File: src/rtl/serial_adder_ctrl.sv
// Bit-serial adder: one full adder, LSB-first operand shift registers, a carry
// flip-flop and an IDLE/ADD/DONE controller with a start/done handshake.

module fulladder (
    input  logic a,
    input  logic b,
    input  logic carry_in,
    output logic sum,
    output logic carry_out
);
    assign sum       = a ^ b ^ carry_in;
    assign carry_out = (a & b) | (carry_in & (a ^ b));
endmodule

module serial_adder_ctrl #(
    parameter int WIDTH = 8
) (
    input  logic             clk,
    input  logic             reset,
    input  logic             start,
    input  logic [WIDTH-1:0] op_a,
    input  logic [WIDTH-1:0] op_b,
    input  logic             carry_in,
    output logic             busy,
    output logic             done,
    output logic [WIDTH-1:0] result,
    output logic             carry_out,
    output logic             overflow
);
    localparam int CNT_W = $clog2(WIDTH);
    localparam logic [CNT_W-1:0] LAST_BIT = CNT_W'(WIDTH - 1);

    typedef enum logic [1:0] {
        IDLE,
        ADD,
        DONE
    } state_t;

    state_t           state;
    logic [WIDTH-1:0] a_sh;
    logic [WIDTH-1:0] b_sh;
    logic             carry_q;
    logic [CNT_W-1:0] cnt;
    logic             fa_sum;
    logic             fa_carry_out;

    fulladder u_fa (
        .a         (a_sh[0]),
        .b         (b_sh[0]),
        .carry_in  (carry_q),
        .sum       (fa_sum),
        .carry_out (fa_carry_out)
    );

    // carry_out/overflow only update on the MSB edge so they keep the previous
    // operation's values while the next one is still being shifted through.
    always_ff @(posedge clk) begin
        if (reset) begin
            state     <= IDLE;
            busy      <= 1'b0;
            done      <= 1'b0;
            result    <= '0;
            carry_out <= 1'b0;
            overflow  <= 1'b0;
            a_sh      <= '0;
            b_sh      <= '0;
            carry_q   <= 1'b0;
            cnt       <= '0;
        end else begin
            case (state)
                IDLE: begin
                    done <= 1'b0;
                    if (start) begin
                        a_sh    <= op_a;
                        b_sh    <= op_b;
                        carry_q <= carry_in;
                        cnt     <= '0;
                        busy    <= 1'b1;
                        state   <= ADD;
                    end
                end
                ADD: begin
                    result  <= {fa_sum, result[WIDTH-1:1]};
                    carry_q <= fa_carry_out;
                    a_sh    <= a_sh >> 1;
                    b_sh    <= b_sh >> 1;
                    cnt     <= cnt + 1'b1;
                    if (cnt == LAST_BIT) begin
                        carry_out <= fa_carry_out;
                        overflow  <= carry_q ^ fa_carry_out;
                        busy      <= 1'b0;
                        done      <= 1'b1;
                        state     <= DONE;
                    end
                end
                DONE: begin
                    done  <= 1'b0;
                    state <= IDLE;
                end
                default: begin
                    busy  <= 1'b0;
                    done  <= 1'b0;
                    state <= IDLE;
                end
            endcase
        end
    end
endmodule

File: config.mk
export PLATFORM = sky130hd
export DESIGN_NAME = serial_adder_ctrl
export DESIGN_NICKNAME = d
export VERILOG_FILES = /design/src/rtl/serial_adder_ctrl.sv
export SDC_FILE = /design/constraint.sdc
export NUM_CORES = 1
export LEC_CHECK = 0
export ABC_CLOCK_PERIOD_IN_PS = 1400
export BUFFER_PORTS_ARGS = -buffer_cell sky130_fd_sc_hd__buf_2
export CAP_MARGIN = 25
export CORE_ASPECT_RATIO = 2
export CORE_MARGIN = 10
export CORE_UTILIZATION = 45
export CTS_CLUSTER_SIZE = 25
export DETAILED_ROUTE_END_ITERATION = 12
export GPL_ROUTABILITY_DRIVEN = 0
export PLACE_DENSITY = 0.71
export SYNTH_ARGS = -nofsm -noshare
export SYNTH_HDL_FRONTEND = slang
export SYNTH_SLANG_ARGS = --single-unit
File: constraint.sdc
create_clock -name clk -period 1.4 [get_ports clk]
set_input_delay 0 -clock clk [delete_from_list [all_inputs] [get_ports clk]]
set_output_delay 0 -clock clk [all_outputs]
set_load 0.005 [all_outputs]
==> results.yml <==
yosys:
  synthesis.instances: 150
  avgSynthCellArea_um2: 9.65
  synth_fa_ha_area_share_pct: 3.11
  synth_nets: 173
  synth_simple_gate_area_share_pct: 14.3
  synth.distinct_cells: 27
  synth-xor-area-share_pct: 0.605
  synthMuxAreaShare_pct: 11.1
  synth_top_family_by_area: "compound AO/OA/AOI/OAI gates"
  synth-compound-area-share_pct: 16.2
  ys_ff_latch: 34
  yosysSeqAreaShare_pct: 47.0
  syn_area_um2: 1450
  yosys_warnings: 0
global_route:
  grt_usage_pct: 11.0
  grt_pass1_wl_mm: 5.13
  grt_remaining_overflow: 0
  antenna_found_initial: 0
  grt_max_degree: 39
  first_global_vias: 1154
clock_network:
  cts.clk_slew.worst_paths_ns: 0.07
  cts.path.max_buffers: 2
  h-tree-depth: 2
  cts_tree: "done"
  clock-root-buffer: "clkbuf_8"
  cts.sinks: 34
  cts_buffers: 5
  clock_latency_ns: 0.28
  cts_setup_buffers: 0
pwr:
  pwr-share-comb_pct: 12.5
  leakage_nw: 0.738
  internal_power_mw: 1.53
  p_switching_uw: 490
  pwr-share-seq_pct: 52.8
  power_density_nw_per_um2: 1190
  clockPowerShare_pct: 34.7
  vdd_drop_max_mv: 0.791
  total_power_mw: 2.02
  switching_share_pct: 24.3
sta:
  fin_ws_ns: 0.105
  max_freq_ghz: 0.772
  rsz0062_at_grt: "false"
  setup_tns_ns: 0
  slew_headroom_pct: 59.9
  whs_ns: 0.0572
  drv_slew: 0
  tightest_slew_ns: 0.602
  hold_viol_final: 0
  finalClockSkew_ns: 0.00566
  setup_viol: 0
  fin_crit_ns: 1.30
  fin_crit_sh_pct: 92.5
detailed_routing:
  drt-vias-per-instance: 5.40
  wirelength_mm: 3.13
  ant_nets: 0
  drtIter0Drc: 36
  first_pass_iters: 4
  vias: 1133
  post-route-drc-count: 0
  wl_per_cell_um: 14.9
critical_path:
  arrival_ns: 1.50
  endpoint_kind: "register"
  r2r-start: "cnt[0]$_SDFFE_PP0P_"
  rr_endpoint: "busy$_SDFFE_PP0P_"
  critical_path_class: "register to register"
  cp-start-kind: "register"
  worstPathRequired_ns: 1.61
  rr_worst_depth: 5
  reg2reg_slack_ns: 0.10
  worstPathMaxFanout: 6
cells_and_area:
  nNetsFinal: 203
  regArea_um2: 681
  n_antenna_cell: 0
  drive_gt1_share_pct: 25.1
  fill_cells: 299
  multi_input_area_um2: 668
  syn_to_final_growth_pct: 16.7
outcome:
  status: "completed"
hold_path:
  hold_start: "op_a[1]"
  min_path_cells: 3
  hp-class: "primary input to register"
  whs_endpoint: "a_sh[1]$_SDFFE_PP0P_"
placed_design:
  pre_cts_ws_ns: 0.0654
  dp_hpwl_mm: 2.30
  io_buffers: 31
die:
  core-area_um2: 3120
  pin_count: 32
  row_count: 29
  die-area_um2: 6020
  dieWidth_um: 60.1
  initial_utilization_pct: 46.4
  die_y_um: 100
run:
  maxCapViolCount: 0
-- cells in the mapped netlist (all sizes together) --
library cell | count | area, um^2
nor2 | 21 | 78.8
o21ai | 1 | 5.00
fa | 1 | 20.0
nor3b | 1 | 7.51
clkbuf | 5 | 42.6
mux2i | 16 | 160
nand2b | 5 | 31.3
inv | 1 | 3.75
xnor2 | 1 | 8.76
buf | 7 | 65.1
nor3 | 2 | 10.0
ha | 2 | 25.0
a311oi | 1 | 8.76
nand3 | 1 | 5.00
a22oi | 4 | 30.0
nand2 | 17 | 63.8
o21bai | 1 | 7.51
and2b | 1 | 10.0
dfxtp | 34 | 681
a21o | 1 | 8.76
a21oi | 11 | 55.1
a211oi | 16 | 120
-- per-layer routing --
metal / track usage (%) / vias up / share of wire (%)
li1: - / 582 / -
met1: 9.85 / 522 / 37
met2: 19.7 / 25 / 56
met3: 5.06 / 4 / 5.7
met4: 5.21 / 0 / 1.5
met5: 0 / - / 0
-- registers in the layout, indices dropped and copies added (netlist names) --
name / count
a_sh: 8
b_sh: 8
busy: 1
carry_out: 1
carry_q: 1
cnt: 3
done: 1
overflow: 1
result: 8
state: 2
-- worst max-delay path, stage by stage, from the launching register on --
cell      delay (ns)
dfxtp_1         0.33
ha_1            0.21
ha_2            0.21
nand2b_1        0.15
a21o_2          0.20
a21oi_1         0.12
-- what timing repair did --
action | 4_1_cts | 5_1_grt
endpoints found under the hold margin | 2 | 0
hold buffers | 2 | 0
setup endpoints to repair | 0 | 4
gates resized for setup | 0 | 4
-- final cells by class --
class / instances / area share, %
tap: 31 / 2.30
timing repair buffer: 35 / 12.7
clock buffer: 6 / 4.89
multi-input combinational: 103 / 39.6
inverter: 1 / 0.222
sequential: 34 / 40.3
-- power groups by stage --
stage / Clock, mW / Sequential, mW / Combinational (mW)
after floorplan: 0 / 1.08 / 0.195
after global placement: 0 / 1.08 / 0.238
after detailed placement: 0 / 1.09 / 0.247
after CTS: 0.710 / 1.06 / 0.253
after global routing: 0.755 / 1.07 / 0.285
final: 0.699 / 1.06 / 0.253
-- cells in the final DEF, fill, tap and decap left out, drive strengths merged --
master / n
clkbuf: 6
nand2: 17
fa: 1
o21bai: 1
inv: 1
dfxtp: 34
a21oi: 11
nor3: 2
xnor2: 1
nor2: 21
mux2i: 16
nor3b: 1
a211oi: 16
nand3: 1
ha: 2
and2b: 1
a22oi: 4
a311oi: 1
a21o: 1
o21ai: 1
buf: 33
nand2b: 5
dlygate4sd3: 2
-- logic make-up after synthesis --
family,after synthesis
compound gates,35
buf+inv,13
xor+xnor,1
mux,16
fa+ha+maj,3
simple gates,48
flops,34
-- stage by stage --
| stage | utilization, % | cell area (um^2) | std cells |
|---|---|---|---|
| 5_1_grt | 54.1 | 1690 | 210 |
| 6_report | 54.1 | 1690 | 210 |
| 3_5_place_dp | 50.4 | 1570 | 202 |
| 2_1_floorplan | - | 1450 | 150 |
| 3_3_place_gp | 50.4 | 1570 | 202 |
| 4_1_cts | 53.7 | 1680 | 210 |
-- worst max path at each step --
stage / from / end / slack [ns]
detailed placement: cnt[0]$_SDFFE_PP0P_ / busy$_SDFFE_PP0P_ / 0.07
CTS: carry_q$_SDFFE_PP0P_ / overflow$_SDFFE_PP0P_ / 0.04
finish: cnt[0]$_SDFFE_PP0P_ / busy$_SDFFE_PP0P_ / 0.10
floorplan: carry_q$_SDFFE_PP0P_ / overflow$_SDFFE_PP0P_ / 0.16
global route: state[1]$_SDFFE_PP0P_ / b_sh[1]$_SDFFE_PP0P_ / 0.03
global placement: carry_q$_SDFFE_PP0P_ / overflow$_SDFFE_PP0P_ / 0.14
(Power assumes the default switching activity.)
